File: config.mk
export PLATFORM = sky130hd
export DESIGN_NAME = cpu_run_ctrl
export DESIGN_NICKNAME = d
export VERILOG_FILES = /design/src/rtl/cpu_ctrl_pkg.sv /design/src/rtl/btn_debounce.sv /design/src/rtl/cpu_run_ctrl.sv
export SDC_FILE = /design/constraint.sdc
export NUM_CORES = 1
export LEC_CHECK = 0
export CAP_MARGIN = 20
export CORE_ASPECT_RATIO = 1.4
export CORE_MARGIN = 5
export CORE_UTILIZATION = 40
export CTS_CLUSTER_DIAMETER = 150
export DETAILED_ROUTE_END_ITERATION = 16
export PLACE_DENSITY_LB_ADDON = 0.25
export REMOVE_ABC_BUFFERS = 1
export SETUP_SLACK_MARGIN = 0.4
export SLEW_MARGIN = 20
export SYNTH_ARGS = -nofsm -noshare
export SYNTH_HDL_FRONTEND = slang
export SYNTH_SLANG_ARGS = --single-unit
export TNS_END_PERCENT = 30
File: constraint.sdc
create_clock -name SYS_CLK -period 6.1 [get_ports SYS_CLK]
set_input_delay 0.61 -clock SYS_CLK [delete_from_list [all_inputs] [get_ports SYS_CLK]]
set_output_delay 0.61 -clock SYS_CLK [all_outputs]
set_load 0.01 [all_outputs]
File: src/rtl/cpu_ctrl_pkg.sv
// Shared definitions for the CPU run/halt/step control blocks.
package cpu_ctrl_pkg;

  // Sequencer state encoding, also driven out on the STATE debug port.
  typedef logic [1:0] state_t;

  localparam logic [1:0] S_RESET = 2'b00;
  localparam logic [1:0] S_RUN   = 2'b01;
  localparam logic [1:0] S_HALT  = 2'b10;
  localparam logic [1:0] S_STEP  = 2'b11;

  // Board defaults at 100 MHz: 1 Hz free-run, 10 ms debounce window.
  localparam int DEF_CLK_DIV   = 100_000_000;
  localparam int DEF_DB_CYCLES = 1_000_000;

endpackage

File: src/rtl/btn_debounce.sv
// Pushbutton conditioner: 2-FF synchronizer, stability counter and a
// one-cycle pulse on each accepted 0->1 change of the debounced level.
module btn_debounce #(
  parameter int DB_CYCLES = 1
) (
  input  logic clk_i,
  input  logic rst_i,
  input  logic btn_i,
  output logic edge_o
);

  localparam int CW = (DB_CYCLES > 1) ? $clog2(DB_CYCLES) : 1;

  logic          sync1_q, sync2_q;
  logic          level_q, level_d;
  logic          edge_q, edge_d;
  logic [CW-1:0] cnt_q, cnt_d;

  // Accept a new level only after DB_CYCLES consecutive differing samples;
  // any sample that agrees with the current level restarts the count.
  always_comb begin
    cnt_d   = '0;
    level_d = level_q;
    edge_d  = 1'b0;
    if (sync2_q != level_q) begin
      if (cnt_q == CW'(DB_CYCLES - 1)) begin
        level_d = sync2_q;
        edge_d  = sync2_q;
      end else begin
        cnt_d = cnt_q + 1'b1;
      end
    end
  end

  // Synchronizer, counter and pulse registers.
  always_ff @(posedge clk_i) begin
    if (rst_i) begin
      sync1_q <= 1'b0;
      sync2_q <= 1'b0;
      level_q <= 1'b0;
      edge_q  <= 1'b0;
      cnt_q   <= '0;
    end else begin
      sync1_q <= btn_i;
      sync2_q <= sync1_q;
      level_q <= level_d;
      edge_q  <= edge_d;
      cnt_q   <= cnt_d;
    end
  end

  assign edge_o = edge_q;

endmodule

File: src/rtl/cpu_run_ctrl.sv
// Run/halt/single-step sequencer: produces a one-cycle CPU clock enable,
// stretches the CPU reset, and keeps a heartbeat and executed-cycle count.
// Handshake note: CPU_CE is a plain strobe with no ready; each high cycle
// is exactly one CPU cycle and is never adjacent to another high cycle.
module cpu_run_ctrl
  import cpu_ctrl_pkg::*;
#(
  parameter int CLK_DIV   = DEF_CLK_DIV,
  parameter int DB_CYCLES = DEF_DB_CYCLES,
  parameter int RST_HOLD  = 16,
  parameter int CNT_W     = 16
) (
  input  logic             SYS_CLK,
  input  logic             RST,
  input  logic             HALT,
  input  logic             STEP,
  output logic             CPU_CE,
  output logic             CPU_RST,
  output logic             HB,
  output logic [CNT_W-1:0] CYC_CNT,
  output logic [1:0]       STATE
);

  localparam int DIV_W  = $clog2(CLK_DIV);
  localparam int HOLD_W = (RST_HOLD > 1) ? $clog2(RST_HOLD) : 1;
  localparam logic [DIV_W-1:0]  DIV_LAST  = DIV_W'(CLK_DIV - 1);
  localparam logic [HOLD_W-1:0] HOLD_LAST = HOLD_W'(RST_HOLD - 1);

  logic              halt_m_q, halt_s_q;
  logic              step_edge;
  state_t            state_q, state_d;
  logic [DIV_W-1:0]  div_q, div_d;
  logic [HOLD_W-1:0] hold_q, hold_d;
  logic              ce_q, ce_d;
  logic              cpu_rst_q, cpu_rst_d;
  logic              hb_q;
  logic [CNT_W-1:0]  cnt_q, cnt_d;

  btn_debounce #(
    .DB_CYCLES (DB_CYCLES)
  ) u_step_db (
    .clk_i  (SYS_CLK),
    .rst_i  (RST),
    .btn_i  (STEP),
    .edge_o (step_edge)
  );

  // Next-state logic; CE is registered so it lines up with the state it belongs to.
  // The divider sits at 0 outside S_RUN so each run entry starts a full period.
  always_comb begin
    state_d   = state_q;
    div_d     = '0;
    hold_d    = hold_q;
    ce_d      = 1'b0;
    cpu_rst_d = 1'b0;
    case (state_q)
      S_RESET: begin
        cpu_rst_d = 1'b1;
        if (hold_q == HOLD_LAST) begin
          cpu_rst_d = 1'b0;
          state_d   = halt_s_q ? S_HALT : S_RUN;
        end else begin
          hold_d = hold_q + 1'b1;
        end
      end
      S_RUN: begin
        // Halt has priority over a wrap in the same cycle; steps are ignored here.
        if (halt_s_q) begin
          state_d = S_HALT;
        end else if (div_q == DIV_LAST) begin
          ce_d = 1'b1;
        end else begin
          div_d = div_q + 1'b1;
        end
      end
      S_HALT: begin
        // Leaving halt discards a step arriving in the same cycle.
        if (!halt_s_q) begin
          state_d = S_RUN;
        end else if (step_edge) begin
          state_d = S_STEP;
          ce_d    = 1'b1;
        end
      end
      S_STEP:  state_d = S_HALT;
      default: state_d = S_RESET;
    endcase
  end

  // Saturating count of CE pulses, advancing with the pulse itself.
  always_comb begin
    cnt_d = cnt_q;
    if (ce_d && (cnt_q != {CNT_W{1'b1}})) cnt_d = cnt_q + 1'b1;
  end

  // State, counters and registered outputs; RST aborts any pulse on the same edge.
  always_ff @(posedge SYS_CLK) begin
    if (RST) begin
      halt_m_q  <= 1'b0;
      halt_s_q  <= 1'b0;
      state_q   <= S_RESET;
      div_q     <= '0;
      hold_q    <= '0;
      ce_q      <= 1'b0;
      cpu_rst_q <= 1'b1;
      hb_q      <= 1'b0;
      cnt_q     <= '0;
    end else begin
      halt_m_q  <= HALT;
      halt_s_q  <= halt_m_q;
      state_q   <= state_d;
      div_q     <= div_d;
      hold_q    <= hold_d;
      ce_q      <= ce_d;
      cpu_rst_q <= cpu_rst_d;
      hb_q      <= hb_q ^ ce_q;
      cnt_q     <= cnt_d;
    end
  end

  assign CPU_CE  = ce_q;
  assign CPU_RST = cpu_rst_q;
  assign HB      = hb_q;
  assign CYC_CNT = cnt_q;
  assign STATE   = state_q;

endmodule

==> key figures, run 1 <==
Run status
  – Outcome: finished, final reports clean

Timing
  – Crit path time final: 2880 ps
  – Final Hold Violating Endpoints: 0
  – Worst Skew: 5.70 ps
  – RSZ-0062 raised after global routing: no
  – Actual slew at the worst max-slew pin: 964 ps
  – Max Freq: 0.348 GHz
  – Max-slew violation count: 0
  – Tcrit/Tclk final: 47.1%
  – Setup tns final: 0 ps
  – Slew headroom: 35.2%
  – Final setup viols: 0

CTS
  – Clock Tree Buf Depth: 2
  – # hold bufs at CTS: 0
  – H-tree Lvls: 3
  – CTS clock-pin slew for the worst setup and hold paths: 60 ps
  – Post-CTS setup buffers: 0
  – Clk root buf: clkbuf_16
  – CTS buffer count: 9
  – CTS tree: yes
  – Skew-Pair Late Insertion Delay: 330 ps
  – Gates resized, CTS repair: 0
  – Clock sinks: 78

Setup path
  – Worst Path Arrival: 3100 ps
  – Worst-path maximum fanout: 31
  – Crit end category: register
  – WS Path Type: reg -> reg
  – Worst Setup SP: div_q[11]
  – Startpoint types: register
  – CP Data Required Time: 6320 ps
  – Worst r2r src: div_q[11]

Synthesis
  – Mapped cell area: 0.00353 mm^2
  – Leading area contributor after synthesis: dfxtp_1
  – Cells after Synth: 404
  – Yosys top cell area share: 44.2%
  – Most instantiated cells after synthesis: 78 x dfxtp_1, 70 x nor2_1, 33 x nand3_1, 26 x xor2_1, 21 x nand2_1
  – Post-Synth XOR/XNOR Area: 11.4%
  – Synth top area cells: dfxtp_1 44%, nor2_1 7.4%, xor2_1 6.4%
  – Avg Inst Size Synth: 8.74 um^2
  – Synth Flop Type: dfxtp_1
  – Post-synthesis compound-gate area fraction: 7.72%
  – Ys Warns: 0
  – Synth Area in Simple Gates: 29.6%
  – Synth Area in Adders: 3.19%
  – EDFF count, synth: 0
  – Top-count cell post-synth: dfxtp_1
  – Synth cell types: 41
  – Main combinational cell family by area after synthesis: simple AND/OR/NAND/NOR gates
  – Mux contribution to synthesized area: 1.20%
  – FFs w/ async S/R, synth: 0%
  – Flops & latches, synth: 78
  – Sequential area share after synthesis: 44.2%

Placed design
  – Buffers on Ports: 24
  – GP Congestion: 0.773
  – Final HPWL from detailed placement: 4710 um
  – Placement Cell Area: 0.00387 mm^2

Power and ir drop
  – Worst vdd ir: 174 uV
  – Pwr dens: 273 mW/mm^2
  – P_int: 0.000857 W
  – Psw: 0.000273 W
  – Net Sw Frac: 24.2%
  – Seq pwr share: 47.9%
  – Lkg Pwr: 1.31 nW
  – Tot Pwr: 0.00113 W
  – Logic pwr share: 9.9%
  – Clock group share of total power: 42.2%

Drt
  – WL final: 6750 um
  – DR DRC count: 0
  – Vias post-DR: 2864
  – Final ANT Viol Nets: 0
  – Met2 routed WL: 3380 um
  – Met3 WL post-DR: 136 um
  – Vias per Instance: 5.31
  – Met1 Routed Length: 3030 um
  – Mean routed wirelength per cell: 12.5 um
  – Drt first pass iters: 4
  – Max layer used: met4
  – Iteration-0 DRC Markers: 83

GRT
  – Global-route wire length before repair: 12100 um
  – GRT Util Overall: 14.1%
  – Vias in the first global route: 2733
  – Initial antenna violation count: 0
  – Gr ovfl total: 0
  – Pin count of the biggest net entering global routing: 36

Layout
  – Fraction of layout cells with a size suffix above 1: 5.76%
  – Util after Layout: 48.2%
  – Fill cells: 847
  – FF+latch area: 0.00156 mm^2
  – Antenna fix cells: 0
  – Final #Nets: 442
  – Multi-input logic area: 0.00189 mm^2
  – Area Overhead vs Synth: 17.4%
  – Post-route cell area: 0.00415 mm^2

Job
  – Max-Cap Viols: 0

Floorplan
  – Die height: 121 um
  – Initial Util: 41.0%
  – Core region area: 0.00861 mm^2
  – Row count: 40
  – Total die area: 0.0108 mm^2
  – Boundary pin count: 25
  – Overall die width: 89.4 um

Min path
  – Worst hold path startpoint: u_step_db.sync1_q
  – Worst Hold Class: reg -> reg
-- path summary, 6_finish.rpt --
check                      endpoint  slack, ps  cells past startpoint
hold reg to reg   u_step_db.sync2_q        440                      1
setup / recovery        CYC_CNT[12]       3220                      5
setup reg to reg        CYC_CNT[12]       3220                      5
hold / removal    u_step_db.sync2_q        440                      1
-- stage by stage --
stage / setup WS [ps] / std cells / hold WS, ps
after floorplan: 3470 / 391 / 414
after global routing: 3030 / 539 / 455
final: 3220 / 539 / 439
after global placement: 3290 / 523 / 426
after CTS: 3210 / 539 / 442
after detailed placement: 3220 / 523 / 429
-- worst max-delay path, stage by stage (launching register included) --
cell,delay [ps]
dfxtp_1,330
or4b_1,520
or4_4,560
o21a_1,530
nor4b_1,460
mux2_2,370
-- placed cells by master, fill, tap and decap left out, types with 2 or more instances in the layout --
cell             synthesis  layout
nor2_1                  70      70
inv_1                   10      10
nand3_1                 33      33
buf_4                    0       3
o21a_1                   2       2
nor3_1                   9       7
or4_1                   15      15
clkbuf_16                0       9
a21oi_1                 17      17
xnor2_1                 20      20
mux2_2                   2       2
clkinv_2                 0       5
mux2i_1                  2       2
clkdlybuf4s50_1          0      24
dfxtp_1                 78      78
and3_1                   8       8
o31ai_1                 11      11
nor2b_1                  5       5
nor4_1                   6       6
nand4_1                 16      16
nor3_2                   0       2
nand2b_1                 2       2
nand2_1                 21      21
and4_1                   3       3
xor2_1                  26      26
ha_1                     9       9
o21ai_0                  4       4
or3_1                    7       7
-- cells by family (layout without fill, tap and decap cells) --
group                    Yosys count  in the layout
AO/OA/AOI/OAI                     40             40
XOR/XNOR                          46             46
adder cells (fa/ha/maj)            9              9
buffers and inverters             23             53
flip-flops                        78             78
multiplexers                       4              4
AND/OR/NAND/NOR                  204            204
-- per-layer routing --
metal / global-route usage (%) / vias up
met2: 23.8 / 25
li1: - / 1476
met5: 0 / -
met4: 8.10 / 0
met3: 2.45 / 13
met1: 16.2 / 1350
-- state kept, by name, indices dropped and copies added, names as in the netlist --
register and count:
u_step_db.level_q 1, hold_q 4, u_step_db.sync2_q 1, u_step_db.cnt_q 20, STATE 2, u_step_db.edge_o 1
CPU_CE 1, halt_s_q 1, u_step_db.sync1_q 1, CYC_CNT 16, halt_m_q 1, CPU_RST 1
HB 1, div_q 27
-- layout make-up --
type,count,area share [%]
Tap cell,105,3.17
Clock inverter,5,0.603
Clock buffer,11,5.85
Multi-Input combinational cell,303,45.5
Sequential cell,78,37.7
Timing Repair Buffer,27,6.34
Inverter,10,0.905
-- power groups by stage --
stage	registers [W]	clock network (W)	logic (W)
6_report	0.000542	0.000477	0.000112
5_1_grt	0.000543	0.000518	0.000127
4_1_cts	0.000541	0.000497	0.000114
3_5_place_dp	0.000553	0	0.000114
3_3_place_gp	0.000551	0	0.000110
2_1_floorplan	0.000552	0	0.0000739
Power figures use the tool's default switching activity.
==> inputs of run 2 (changes only) <==
clock period = 2.5 ns   (was 6.1 ns; I/O delays follow)
==> key figures, run 2 (same netlist as run 1, synthesis figures left out) <==
Power and ir drop
  – Worst vdd ir: 410 uV (+130%)
  – Lkg Pwr: 1.55 nW (+18%)
  – Pwr dens: 640 mW/mm^2 (+130%)

Setup path
  – Worst Path Arrival: 2700 ps (-400 ps)
  – Crit end category: register
  – CP Data Required Time: 2770 ps (-3550 ps)
  – Worst-path maximum fanout: 7 (-77%)
  – Reg2reg path depth: 6 (+1)
  – WS Path Type: reg -> reg
  – Largest incremental delay on the critical path: 540 ps (-20 ps)
  – Buf+Inv Stages, Crit Path: 1 (+1)
  – Slowest-stage cell, CP: or4_4
  – CP top delay family: simple AND/OR/NAND/NOR gates
  – Crit-path most repeated cell: or4_4
  – Crit path cell chain: or4_1 -> or4_4 -> o21a_4 -> buf_12 -> or4_4 -> a21oi_1
  – Startpoint types: register
  – Crit. path cell count: 6 (+1)

Layout
  – Commonest non-fill, non-tap cell in the layout: dfxtp_1
  – Antenna fix cells: 0 (unchanged)
  – Fraction of layout cells with a size suffix above 1: 17.0% (+11 points)
  – Area Overhead vs Synth: 32.8%
  – Most frequent cells in the layout: 76 x dfxtp_1, 70 x nor2_1, 33 x nand3_1
  – FF+latch area: 0.00156 mm^2 (+0.16%)
  – Largest register FFs: 27 (unchanged)
  – Biggest register: div_q
  – Fill cells: 778 (-8.1%)
  – Multi-input logic area: 0.00202 mm^2 (+7.0%)
  – Final #Nets: 478 (+8.1%)

Placed design
  – DP Worst Slack: -107 ps (-3330 ps)
  – Final HPWL from detailed placement: 5040 um (+7.0%)
  – GP Congestion: 0.807 (+4.4%)
  – Buffers on Ports: 24 (unchanged)

Floorplan
  – Core region area: 0.00861 mm^2 (unchanged)
  – Die height: 121 um (unchanged)
  – Initial Util: 41.0% (unchanged)
  – Row count: 40 (unchanged)
  – Total die area: 0.0108 mm^2 (unchanged)
  – Overall die width: 89.4 um (unchanged)
  – Boundary pin count: 25 (unchanged)

Drt
  – Vias post-DR: 3100 (+8.2%)
  – Met3 WL post-DR: 289 um (+110%)
  – Met2 routed WL: 4120 um (+22%)
  – Final ANT Viol Nets: 0 (unchanged)
  – DR DRC count: 0 (unchanged)
  – Iteration-0 DRC Markers: 110 (+33%)
  – Drt first pass iters: 4 (unchanged)
  – Met1 Routed Length: 3360 um (+11%)
  – Vias per Instance: 5.39 (+1.5%)
  – Max layer used: met4
  – WL final: 7890 um (+17%)
  – Mean routed wirelength per cell: 13.7 um (+9.5%)

Min path
  – Worst Hold Class: reg -> reg
  – Hold depth: 1 (unchanged)

GRT
  – Global-route wire length before repair: 13500 um (+11%)
  – Vias in the first global route: 2996 (+9.6%)
  – GRT Util Overall: 15.6% (+1.5 points)
  – Gr ovfl total: 0 (unchanged)
  – Pin count of the biggest net entering global routing: 21 (-42%)
  – Initial antenna violation count: 0 (unchanged)

Timing
  – Crit path time final: 2430 ps (-443 ps)
  – Final setup viols: 0 (unchanged)
  – Setup tns final: 0 ps (unchanged)
  – Max Freq: 0.411 GHz (+18%)
  – RSZ-0062 raised after global routing: yes
  – Tcrit/Tclk final: 97.3% (+50 points)
  – Final Hold Violating Endpoints: 0 (unchanged)
  – Slew headroom: 60.1% (+25 points)
  – Actual slew at the worst max-slew pin: 596 ps (-369 ps)
  – Final setup margin: 67.3 ps (-3160 ps)
  – Max-slew violation count: 0 (unchanged)
  – Worst Skew: 7.51 ps (+1.81 ps)

CTS
  – CTS buffer count: 9 (unchanged)
  – # hold bufs at CTS: 0 (unchanged)
  – Clock sinks: 78 (unchanged)
  – Clk root buf: clkbuf_16
  – H-tree Lvls: 3 (unchanged)
  – Skew-Pair Late Insertion Delay: 330 ps (about the same)
  – Clock Tree Buf Depth: 2 (unchanged)
  – CTS clock-pin slew for the worst setup and hold paths: 60 ps (about the same)
  – CTS tree: yes

Run status
  – Outcome: finished, final reports clean

Job
  – Max-Cap Viols: 0 (unchanged)
## run 2: changes by cell type in the layout (fill, tap and decap cells not counted), moves of 3 or more
cell | before | now
or4_4 | 1 | 4
o31ai_4 | 0 | 5
clkinv_2 | 5 | 0
or4_1 | 15 | 12
o31ai_1 | 11 | 4
clkinvlp_4 | 0 | 3
buf_4 | 3 | 31
## run 2: routing by layer
layer	GRT usage, %	vias to the layer above
met1	17.6	1486
li1	-	1556
met5	0	-
met4	5.59	0
met3	4.21	13
met2	27.4	45
## run 2: final timing paths
check | from | end | slack (ps)
hold / removal | halt_m_q | halt_s_q | 440
hold reg to reg | halt_m_q | halt_s_q | 440
setup reg to reg | div_q[12] | CYC_CNT[6] | 70
setup / recovery | div_q[12] | CYC_CNT[6] | 70
## run 2: layout make-up
cell class                      instances  share of cell area (%)
Timing Repair Buffer                   62                    13.4
Sequential cell                        78                    33.4
Tap cell                              105                    2.80
Inverter                               10                   0.800
Clock inverter                          6                    1.49
Clock buffer                           10                    5.10
Multi-Input combinational cell        304                    43.0
## run 2: what timing repair did
| action | CTS | global route |
|---|---|---|
| endpoints found under the hold margin | 0 | 0 |
| endpoints found under the setup margin | 43 | 61 |
| gates resized for setup | 14 | 14 |
| pin swaps | 25 | 4 |
| cloned | 4 | 2 |
| buffers inserted | 3 | 2 |
## run 2: report_power, final
| part | leakage [nW] | internal [W] | switching, W |
|---|---|---|---|
| Clock | 0.141 | 0.000805 | 0.000516 |
| Sequential | 0.631 | 0.00128 | 0.0000257 |
| Combinational | 0.782 | 0.000178 | 0.000192 |
| Total | 1.55 | 0.00227 | 0.000734 |
## run 2: through the flow
stage | power, W | util (%) | std cells | hold WS (ps) | instance area (um^2)
finish | 0.00300 | 54.5 | 575 | 439 | 4690
global route | 0.00315 | 54.5 | 575 | 457 | 4690
floorplan | 0.00153 | - | 391 | 319 | 3470
CTS | 0.00302 | 53.2 | 571 | 439 | 4580
global placement | 0.00165 | 47.5 | 548 | 417 | 4090
detailed placement | 0.00166 | 47.5 | 548 | 424 | 4090
